===== config.mk =====
export PLATFORM = sky130hd
export DESIGN_NAME = adder_share_ctrl
export DESIGN_NICKNAME = d
export VERILOG_FILES = /design/src/rtl/adder_share_pkg.sv /design/src/rtl/adder_share_ctrl_add8_slice.sv /design/src/rtl/adder_share_ctrl.sv
export SDC_FILE = /design/constraint.sdc
export NUM_CORES = 1
export LEC_CHECK = 0
export CORE_ASPECT_RATIO = 1.4
export CORE_UTILIZATION = 46
export CTS_CLUSTER_DIAMETER = 150
export DETAILED_ROUTE_END_ITERATION = 7
export PLACE_DENSITY = 0.78
export SYNTH_ARGS = -nofsm -noshare
export SYNTH_HDL_FRONTEND = slang
export SYNTH_SLANG_ARGS = --single-unit
export TNS_END_PERCENT = 50

===== constraint.sdc =====
create_clock -name clk -period 5.2 [get_ports clk]
set_clock_uncertainty 0.05 [all_clocks]
set_input_delay 1.56 -clock clk [delete_from_list [all_inputs] [get_ports clk]]
set_output_delay 1.56 -clock clk [all_outputs]
set_load 0.01 [all_outputs]

===== src/rtl/adder_share_pkg.sv =====
// Shared types and constants for the byte-serial shared adder sequencer.
package adder_share_pkg;

  typedef enum logic [1:0] {
    IDLE = 2'd0,
    ADD  = 2'd1,
    DONE = 2'd2
  } state_t;

  localparam int BYTE_W        = 8;
  localparam int DEFAULT_WORDS = 4;
  localparam int ID_W          = 1;

  // Signed overflow of the top byte: carry into its MSB xor the carry out of it.
  function automatic logic signed_ovf(input logic a_msb, input logic b_msb,
                                      input logic s_msb, input logic cout);
    return (a_msb ^ b_msb ^ s_msb) ^ cout;
  endfunction

endpackage


===== src/rtl/adder_share_ctrl_add8_slice.sv =====
// Purely combinational 8-bit ripple-carry adder slice shared by both requesters.
module add8_slice
  import adder_share_pkg::*;
(
  input  logic [BYTE_W-1:0] a,
  input  logic [BYTE_W-1:0] b,
  input  logic              cin,
  output logic [BYTE_W-1:0] s,
  output logic              cout
);

  logic carry_s;

  // Ripple the carry through the eight bit positions.
  always_comb begin
    s       = {BYTE_W{1'b0}};
    carry_s = cin;
    for (int i = 0; i < BYTE_W; i++) begin
      s[i]    = a[i] ^ b[i] ^ carry_s;
      carry_s = (a[i] & b[i]) | (carry_s & (a[i] ^ b[i]));
    end
    cout = carry_s;
  end

endmodule


===== src/rtl/adder_share_ctrl.sv =====
// Round-robin sequencer time-sharing one 8-bit slice for two W-bit add requests.
// Optional signed-overflow output rsp_ovf is enabled by defining ADDER_SHARE_OVF_EN.
module adder_share_ctrl
  import adder_share_pkg::*;
#(
  parameter int WORDS = DEFAULT_WORDS
) (
  input  logic                  clk,
  input  logic                  rst_n,
  input  logic                  req0_valid,
  output logic                  req0_ready,
  input  logic [8*WORDS-1:0]    req0_a,
  input  logic [8*WORDS-1:0]    req0_b,
  input  logic                  req0_cin,
  input  logic                  req1_valid,
  output logic                  req1_ready,
  input  logic [8*WORDS-1:0]    req1_a,
  input  logic [8*WORDS-1:0]    req1_b,
  input  logic                  req1_cin,
  output logic                  rsp_valid,
  input  logic                  rsp_ready,
  output logic [8*WORDS-1:0]    rsp_sum,
  output logic                  rsp_cout,
  output logic [ID_W-1:0]       rsp_id,
  output logic                  busy
`ifdef ADDER_SHARE_OVF_EN
  ,
  output logic                  rsp_ovf
`endif
);

  localparam int W     = BYTE_W * WORDS;
  localparam int IDX_W = (WORDS > 1) ? $clog2(WORDS) : 1;

  state_t              state_r;
  logic                ptr_r;
  logic [IDX_W-1:0]    idx_r;
  logic                carry_r;
  logic [W-1:0]        a_r;
  logic [W-1:0]        b_r;
  logic [W-1:0]        sum_r;
  logic                cout_r;
  logic [ID_W-1:0]     id_r;
  logic                valid_r;
  logic                busy_r;
`ifdef ADDER_SHARE_OVF_EN
  logic                ovf_r;
`endif

  logic                grant_s;
  logic                grant_vld_s;
  logic                last_s;
  logic [IDX_W+2:0]    byte_off_s;
  logic [BYTE_W-1:0]   a_byte_s;
  logic [BYTE_W-1:0]   b_byte_s;
  logic [BYTE_W-1:0]   s_byte_s;
  logic                cout_byte_s;

  // Round-robin grant: a tie goes to the requester not granted last.
  always_comb begin
    grant_s     = 1'b0;
    grant_vld_s = 1'b0;
    if (req0_valid && req1_valid) begin
      grant_s     = ~ptr_r;
      grant_vld_s = 1'b1;
    end else if (req1_valid) begin
      grant_s     = 1'b1;
      grant_vld_s = 1'b1;
    end else if (req0_valid) begin
      grant_s     = 1'b0;
      grant_vld_s = 1'b1;
    end else begin
      grant_s     = 1'b0;
      grant_vld_s = 1'b0;
    end
  end

  assign req0_ready = (state_r == IDLE) && grant_vld_s && !grant_s;
  assign req1_ready = (state_r == IDLE) && grant_vld_s &&  grant_s;

  assign byte_off_s = {idx_r, 3'b000};
  assign a_byte_s   = a_r[byte_off_s +: BYTE_W];
  assign b_byte_s   = b_r[byte_off_s +: BYTE_W];
  assign last_s     = (idx_r == IDX_W'(WORDS - 1));

  add8_slice u_slice (
    .a    (a_byte_s),
    .b    (b_byte_s),
    .cin  (carry_r),
    .s    (s_byte_s),
    .cout (cout_byte_s)
  );

  // Sequencer FSM with the operand, carry, index and result registers.
  always_ff @(posedge clk or negedge rst_n) begin
    if (!rst_n) begin
      state_r <= IDLE;
      ptr_r   <= 1'b1;
      idx_r   <= {IDX_W{1'b0}};
      carry_r <= 1'b0;
      a_r     <= {W{1'b0}};
      b_r     <= {W{1'b0}};
      sum_r   <= {W{1'b0}};
      cout_r  <= 1'b0;
      id_r    <= {ID_W{1'b0}};
      valid_r <= 1'b0;
      busy_r  <= 1'b0;
`ifdef ADDER_SHARE_OVF_EN
      ovf_r   <= 1'b0;
`endif
    end else begin
      case (state_r)
        IDLE: begin
          if (grant_vld_s) begin
            a_r     <= grant_s ? req1_a : req0_a;
            b_r     <= grant_s ? req1_b : req0_b;
            carry_r <= grant_s ? req1_cin : req0_cin;
            id_r    <= grant_s;
            ptr_r   <= grant_s;
            idx_r   <= {IDX_W{1'b0}};
            busy_r  <= 1'b1;
            state_r <= ADD;
          end else begin
            state_r <= IDLE;
          end
        end
        ADD: begin
          sum_r[byte_off_s +: BYTE_W] <= s_byte_s;
          carry_r <= cout_byte_s;
          if (last_s) begin
            cout_r  <= cout_byte_s;
            valid_r <= 1'b1;
            idx_r   <= {IDX_W{1'b0}};
            state_r <= DONE;
`ifdef ADDER_SHARE_OVF_EN
            ovf_r   <= signed_ovf(a_byte_s[BYTE_W-1], b_byte_s[BYTE_W-1],
                                  s_byte_s[BYTE_W-1], cout_byte_s);
`endif
          end else begin
            idx_r   <= idx_r + IDX_W'(1);
          end
        end
        DONE: begin
          if (rsp_ready) begin
            valid_r <= 1'b0;
            busy_r  <= 1'b0;
            state_r <= IDLE;
          end else begin
            state_r <= DONE;
          end
        end
        default: begin
          valid_r <= 1'b0;
          busy_r  <= 1'b0;
          state_r <= IDLE;
        end
      endcase
    end
  end

  assign rsp_valid = valid_r;
  assign rsp_sum   = sum_r;
  assign rsp_cout  = cout_r;
  assign rsp_id    = id_r;
  assign busy      = busy_r;
`ifdef ADDER_SHARE_OVF_EN
  assign rsp_ovf   = ovf_r;
`endif

endmodule


==> flow_summary_export.csv, run 1 <==
group,metric,value,unit
critical_path,startpoint_type,"primary input",
final_layout,drive_above_1_share,7.790,%
run_status,status,"finished, final reports clean",
global_routing,grt_max_degree,78,
power_and_ir_drop,p_comb_share,49.2,%
critical_path,end_kind,"output port",
timing,maxSlewHeadroom,15.54,%
synth,async_flop_share,100.0,%
final_layout,layout_common_cells,"clkdlybuf4s50_1 (171), dfrtp_1 (105), and3_1 (65)",
timing,fin_tns_setup,0,ns
power_and_ir_drop,total_power,4257,uW
global_routing,grt.overflow.total,0,
run,drv_cap,0,
drt,ant_nets,0,
power_and_ir_drop,switchingPower,1614,uW
cts,ctsResizeCount,0,
critical_path,reg2reg_slack,0.78,ns
drt,vias_per_cell,5.987,
global_routing,grt_pass1_vias,4230,
timing,slew_violations,0,
drt,vias,4149,
power_and_ir_drop,p_seq_share,34.7,%
critical_path,critPathArrivalTime,2.96,ns
cts,cts_sinks,106,
synth,ys_ff_latch,106,
final_layout,num_antenna_cells,0,
timing,rsz0062_at_grt,"false",
drt,first_iter_violations,316,
synth,synth_cells,393,
timing,fin_crit,4.565,ns
power_and_ir_drop,leakagePower,0.003267,uW
die,dieArea,11520,um^2
power_and_ir_drop,clkPwrFrac,16.1,%
power_and_ir_drop,switching_share,37.91,%
synth,ys_seq_area_share,52.05,%
die,ios,173,
timing,tightest_slew,1.262,ns
cts,cts_setup_buffers,0,
timing,period_share,87.79,%
place,pre_cts_ws,0.6419,ns
final_layout,final_common_cell,"clkdlybuf4s50_1",
die,die_y,126.6,um
cts,clk_pin_slew_worst_paths,0.06,ns
critical_path,worstSetupPathType,"in2out",
place,dp_hpwl,10380,um
timing,timing.fmax,219.0,MHz
synth,ys_warn_count,0,
timing,fin_hold_ws,0.4371,ns
timing,finalSetupViolations,0,
power_and_ir_drop,internal_power,2643,uW
cts,clockBufferDepth,2,
synth,synthTopCellsByArea,"dfrtp_1 (52%), a221o_1 (13%), and3_1 (8.1%)",
die,die_x,90.98,um
critical_path,required,3.59,ns
synth,synth-main-ff-cell,"dfrtp_1",
synth,yosysUniqueCellTypes,37,
place,dp_cells,677,
synth,synth.top_cell.area_share,51.53,%
synth,syn_area_per_cell,12.97,um^2
final_layout,area_growth,40.52,%
drt,wl_per_cell,20.60,um
place,place.gp.congestion,0.8236,
cts,cts_max_level,3,
min_path,hp-class,"reg2reg",
timing,hold_viol,0,
global_routing,grtUsageTotal,25.73,%
power_and_ir_drop,powerDensity,594.2,nW/um^2
timing,finalWorstSetupSlack,0.6347,ns
global_routing,grt_pass1_wl,22650,um
critical_path,cp_max_fo,3,
die,num_rows,45,
place,io_buffers,172,
power_and_ir_drop,ir_worst_vdd,0.0003157,V
final_layout,fin_cells,693,
synth,synth_edf_count,0,
die,start_util,47.16,%
cts,root_buffer,"clkbuf_16",
cts,hold_buffers,0,
final_layout,fin_nets,696,
global_routing,antenna_found_initial,0,
die,coreArea,10810,um^2
synth,syn_area,5099,um^2
cts,clk_latency,0.34,ns
synth,synth_nets,542,
cts,cts_tree,"built",
drt,firstDrtPassIters,5,
synth,yosysTopAreaCell,"dfrtp_1",
cts,numCtsBuffers,9,
drt,drc,0,
drt,drt_wl_total,14280,um
==> Yosys cell counts, types with 3 or more instances <==
cell type  number
dfrtp_1       105
and3_1         66
a221o_1        64
a22o_1         17
mux4_2         16
o2bb2ai_1      16
inv_1          15
clkbuf_1       14
buf_2          13
nand2_1        11
fa_1            8
buf_6           6
ha_1            6
a21o_1          3
a21oi_1         3
nor2_1          3
==> cell families after synthesis <==
kind of cell | Yosys count | synth area share, %
buffers and inverters | 50 | 4.908
multiplexers | 18 | 7.485
adder cells (fa/ha/maj) | 14 | 4.613
AND/OR/NAND/NOR | 97 | 11.31
flip-flops | 106 | 52.05
AO/OA/AOI/OAI | 108 | 19.63
==> per-stage QoR <==
stage / util [%] / cell area (um^2)
2_1_floorplan: - / 5099
4_1_cts: 66.27 / 7164
3_3_place_gp: 63.51 / 6865
5_1_grt: 66.27 / 7164
3_5_place_dp: 63.51 / 6865
6_report: 66.27 / 7164
==> registers in the layout, summed over array words and instances, names as in the netlist <==
| signal | cells |
|---|---|
| ptr_r | 1 |
| b_r | 32 |
| rsp_id | 1 |
| a_r | 32 |
| state_r | 2 |
| rsp_valid | 1 |
| rsp_cout | 1 |
| carry_r | 1 |
| idx_r | 2 |
| rsp_sum | 32 |
| busy | 1 |
==> worst max-delay path, stage by stage <==
cell	delay (ns)
clkdlybuf4s50_1	0.49
a21boi_4	0.18
and2_1	0.18
clkdlybuf4s50_1	0.55
==> power by group through the flow <==
| stage | clock [uW] | combinational, uW | sequential, uW |
|---|---|---|---|
| finish | 686 | 2090 | 1480 |
| global route | 718 | 2260 | 1520 |
| CTS | 686 | 2100 | 1480 |
| detailed placement | 0 | 2080 | 1480 |
| global placement | 0 | 2020 | 1480 |
| floorplan | 0 | 1390 | 1380 |
==> worst paths after layout <==
path | start | to | cells after the start
setup / recovery | req1_valid | req1_ready | 4
hold / removal | rsp_id$_DFFE_PN0P_ | rsp_id$_DFFE_PN0P_ | 1
setup reg to reg | idx_r[0]$_DFFE_PN0P_ | rsp_sum[31]$_DFFE_PN0P_ | 14
hold reg to reg | rsp_id$_DFFE_PN0P_ | rsp_id$_DFFE_PN0P_ | 1
max in group asynchronous | rst_n | ptr_r$_DFFE_PN1P_ | 2
min in group asynchronous | rst_n | rsp_sum[21]$_DFFE_PN0P_ | 1
==> final cells by class <==
class / instances / area [um^2]
clock inverter: 2 / 35.03
fill: 841 / 3646
clock buffer: 14 / 264.0
sequential: 106 / 2654
multi-input combinational: 237 / 2215
tap: 141 / 176.4
inverter: 15 / 56.30
timing repair buffer: 178 / 1764
==> metal layers <==
metal	wire length [um]	vias to the layer above	share of wire [%]	GRT usage [%]
met2	7552	159	53	44.65
met1	5541	2091	39	31.87
met3	710	30	5.0	3.357
li1	-	1869	-	-
met4	470	0	3.3	12.23
met5	0	-	0	0
(Power assumes the default switching activity.)
==> inputs of run 2 (changes only) <==
- CORE_ASPECT_RATIO: 1.4 -> unset
- HOLD_SLACK_MARGIN: unset -> 0.15
==> flow_summary_export.csv, run 2 (same netlist as run 1, synthesis figures left out) <==
group,metric,value,unit
timing,fin_crit,4.593,ns
final_layout,area_growth,38.23,%
global_routing,antenna_found_initial,0,
global_routing,grtUsageTotal,25.48,%
timing,maxSlewHeadroom,14.68,%
final_layout,final_common_cell,"clkdlybuf4s50_1",
run,drv_cap,0,
cts,clk_pin_slew_worst_paths,0.10,ns
timing,tightest_slew,1.275,ns
final_layout,num_antenna_cells,0,
timing,slew_violations,0,
timing,finalSetupViolations,0,
die,start_util,47.03,%
die,die_x,107.3,um
critical_path,required,3.59,ns
critical_path,worstSetupPathType,"in2out",
drt,drc,0,
drt,wl_per_cell,20.35,um
global_routing,grt_max_degree,76,
die,ios,173,
cts,hold_buffers,0,
global_routing,grt_pass1_vias,4310,
drt,vias_per_cell,6.035,
cts,cts_tree,"built",
critical_path,cp_max_fo,3,
final_layout,fin_nets,697,
die,die_y,107.3,um
power_and_ir_drop,leakagePower,0.003209,uW
die,num_rows,38,
timing,timing.fmax,217.7,MHz
run_status,status,"finished, final reports clean",
cts,numCtsBuffers,9,
global_routing,grt.overflow.total,0,
critical_path,startpoint_type,"primary input",
cts,clk_latency,0.37,ns
place,dp_cells,677,
critical_path,end_kind,"output port",
critical_path,critPathArrivalTime,2.98,ns
drt,drt_wl_total,14080,um
cts,clockBufferDepth,2,
min_path,hp-class,"reg2reg",
final_layout,layout_common_cells,"clkdlybuf4s50_1 (171), dfrtp_1 (105), and3_1 (65)",
cts,cts_sinks,106,
timing,hold_viol,0,
power_and_ir_drop,powerDensity,569.4,nW/um^2
final_layout,nFillCells,856,
place,dp_hpwl,10440,um
place,place.gp.congestion,0.8087,
drt,first_iter_violations,266,
timing,period_share,88.32,%
cts,root_buffer,"clkbuf_8",
power_and_ir_drop,ir_worst_vdd,0.0003001,V
place,io_buffers,172,
place,detailed_place.area,6872,um^2
cts,ctsResizeCount,0,
final_layout,drive_above_1_share,8.333,%
final_layout,postLayoutCellArea,7048,um^2
timing,rsz0062_at_grt,"false",
die,coreArea,10840,um^2
final_layout,fin_cells,692,
cts,cts_max_level,3,
drt,vias,4176,
drt,ant_nets,0,
drt,firstDrtPassIters,4,
cts,cts_setup_buffers,0,
global_routing,grt_pass1_wl,22250,um
die,dieArea,11510,um^2
timing,fin_tns_setup,0,ns
-- run 2: critical path, stage by stage --
cell	delay, ns
clkdlybuf4s50_1	0.50
a21boi_4	0.18
and2_1	0.19
clkdlybuf4s50_1	0.55
-- run 2: final cells by class --
| cell class | count | area (um^2) | share of cell area (%) |
|---|---|---|---|
| flip-flops and latches | 106 | 2654 | 37.65 |
| multi-input cells | 237 | 2215 | 31.42 |
| repair buffers | 179 | 1772 | 25.14 |
| well taps | 140 | 175.2 | 2.485 |
| clock buffers | 9 | 123.9 | 1.758 |
| inverters | 15 | 56.30 | 0.7989 |
| clock inverters | 6 | 52.55 | 0.7456 |
-- run 2: final timing paths --
check | start | endpoint | slack [ns] | cells past startpoint
worst max-delay path | req1_valid | req1_ready | 0.61 | 4
worst min-delay path | rsp_sum[24]$_DFFE_PN0P_ | rsp_sum[24]$_DFFE_PN0P_ | 0.46 | 1
worst max register to register | idx_r[0]$_DFFE_PN0P_ | rsp_sum[15]$_DFFE_PN0P_ | 0.78 | 14
worst min register to register | rsp_sum[24]$_DFFE_PN0P_ | rsp_sum[24]$_DFFE_PN0P_ | 0.46 | 1
max in group asynchronous | rst_n | b_r[20]$_DFFE_PN0P_ | 2.86 | 2
min in group asynchronous | rst_n | rsp_sum[13]$_DFFE_PN0P_ | 1.27 | 1
-- run 2: per-stage QoR --
step	total power [uW]	utilization (%)	setup WS, ns	hold WS, ns
6_report	4013	65.02	0.6074	0.4585
5_1_grt	4262	65.02	0.5540	0.4719
4_1_cts	4016	65.02	0.6065	0.4576
3_5_place_dp	3552	63.39	0.6191	0.4317
3_3_place_gp	3475	63.39	0.6635	0.4184
2_1_floorplan	2768	-	1.119	0.4233
-- run 2: metal layers --
metal | global-route usage (%) | vias up | share of wire, %
li1 | - | 1864 | -
met1 | 33.61 | 2076 | 41
met2 | 40.18 | 196 | 48
met3 | 5.508 | 40 | 7.1
met4 | 12.33 | 0 | 3.9
met5 | 0 | - | 0
-- run 2: power by group --
part / internal (uW) / switching, uW / total (uW)
Clock: 178 / 286 / 464
Combinational: 1060 / 1010 / 2070
Sequential: 1180 / 298 / 1480
Total: 2420 / 1590 / 4010
==> inputs of run 3 (changes only) <==
- CORE_MARGIN: unset -> 3
==> flow_summary_export.csv, run 3 (same netlist as run 1, synthesis figures left out) <==
group,metric,value,unit
final_layout,final_common_cell,"clkdlybuf4s50_1",
critical_path,setup.worst_path.start,"req1_valid",
timing,tightest_slew,1.286,ns
cts,clk_pin_slew_worst_paths,0.11,ns
min_path,holdCritStartpoint,"rsp_sum[26]$_DFFE_PN0P_",
final_layout,num_antenna_cells,0,
cts,cts_max_level,3,
cts,hold_buffers,0,
power_and_ir_drop,ir_worst_vdd,0.0003396,V
final_layout,postLayoutCellArea,7088,um^2
power_and_ir_drop,switching_share,39.04,%
drt,ant_nets,0,
die,num_rows,37,
timing,finalSetupViolations,0,
run_status,status,"finished, final reports clean",
critical_path,required,3.59,ns
global_routing,grt_max_degree,78,
drt,wl_per_cell,20.42,um
timing,hold_viol,0,
timing,period_share,88.07,%
place,io_buffers,172,
critical_path,cp_max_fo,3,
cts,clk_latency,0.38,ns
die,die_x,111.3,um
critical_path,startpoint_type,"primary input",
cts,ctsResizeCount,0,
cts,numCtsBuffers,9,
cts,clockBufferDepth,2,
min_path,hp-class,"reg2reg",
drt,first_iter_violations,232,
drt,vias,4112,
timing,timing.fmax,218.4,MHz
die,dieArea,12380,um^2
cts,cts_tree,"built",
die,die_y,111.3,um
global_routing,grt_pass1_wl,22510,um
critical_path,r2r_start,"idx_r[0]$_DFFE_PN0P_",
timing,fin_tns_setup,0,ns
critical_path,end_kind,"output port",
final_layout,layout_common_cells,"clkdlybuf4s50_1 (171), dfrtp_1 (105), and3_1 (65)",
timing,rsz0062_at_grt,"false",
drt,drc,0,
final_layout,area_growth,39.02,%
die,start_util,48.30,%
power_and_ir_drop,internal_power,2474,uW
timing,maxSlewHeadroom,13.95,%
critical_path,critPathArrivalTime,2.97,ns
power_and_ir_drop,p_comb_share,50.5,%
global_routing,grt.overflow.total,0,
cts,root_buffer,"clkbuf_8",
place,dp_hpwl,10690,um
timing,fin_hold_ws,0.4590,ns
drt,vias_per_cell,5.968,
global_routing,grt_pass1_vias,4187,
final_layout,nFillCells,822,
global_routing,antenna_found_initial,0,
power_and_ir_drop,powerDensity,572.6,nW/um^2
drt,drt_wl_total,14070,um
critical_path,worstSetupPathType,"in2out",
drt,firstDrtPassIters,5,
cts,cts_setup_buffers,0,
run,drv_cap,0,
power_and_ir_drop,leakagePower,0.003235,uW
place,place.gp.congestion,0.8351,
power_and_ir_drop,switchingPower,1585,uW
die,coreArea,10560,um^2
cts,cts_sinks,106,
final_layout,fin_nets,697,
final_layout,drive_above_1_share,8.499,%
timing,slew_violations,0,
die,ios,173,
global_routing,grtUsageTotal,22.88,%
power_and_ir_drop,clkPwrFrac,13.3,%
timing,fin_crit,4.580,ns
place,detailed_place.area,6867,um^2
power_and_ir_drop,total_power,4059,uW
power_and_ir_drop,p_seq_share,36.2,%
final_layout,post-route-util,67.15,%
-- run 3: changes by cell type in the layout (fill, tap and decap cells not counted) --
cell | previous run | this run
clkinvlp_4 | 2 | 0
clkinv_4 | 2 | 1
clkinv_8 | 0 | 2
inv_6 | 1 | 3
bufinv_16 | 0 | 1
inv_8 | 1 | 0
-- run 3: path summary, 6_finish.rpt --
check                      slack (ns)  depth (start not counted)                      end
min in group asynchronous        1.26                          1  rsp_sum[29]$_DFFE_PN0P_
max in group asynchronous        2.90                          2      b_r[17]$_DFFE_PN0P_
setup reg to reg                 0.83                         14  rsp_sum[15]$_DFFE_PN0P_
setup / recovery                 0.62                          4               req1_ready
hold / removal                   0.46                          1  rsp_sum[26]$_DFFE_PN0P_
hold reg to reg                  0.46                          1  rsp_sum[26]$_DFFE_PN0P_
-- run 3: final cells by class --
class	count	area, um^2	area share (%)
Clock inverter	7	97.59	1.377
Clock buffer	9	123.9	1.748
Sequential cell	106	2654	37.44
Tap cell	136	170.2	2.401
Timing Repair Buffer	179	1772	25.00
Inverter	15	56.30	0.7944
Multi-Input combinational cell	237	2215	31.24
-- run 3: power groups by stage --
stage	clock network, uW	logic [uW]	registers, uW
finish	539	2050	1470
global route	586	2240	1510
CTS	548	2060	1470
detailed placement	0	2060	1480
global placement	0	2000	1480
floorplan	0	1390	1380
-- run 3: worst max-delay path: stages --
cell	delay [ns]
clkdlybuf4s50_1	0.50
a21boi_4	0.18
and2_1	0.18
clkdlybuf4s50_1	0.55
-- run 3: metrics by stage --
step,worst slack (ns),instances
floorplan,1.119,393
global placement,0.6331,673
detailed placement,0.6252,673
CTS,0.6176,689
global route,0.5462,689
finish,0.6203,689
-- run 3: per-layer routing --
metal / vias to the layer above / routed length [um] / global-route usage, %
li1: 1873 / - / -
met1: 2032 / 5967 / 31.39
met2: 187 / 6885 / 36.75
met3: 20 / 971 / 5.349
met4: 0 / 241 / 6.407
met5: - / 0 / 0
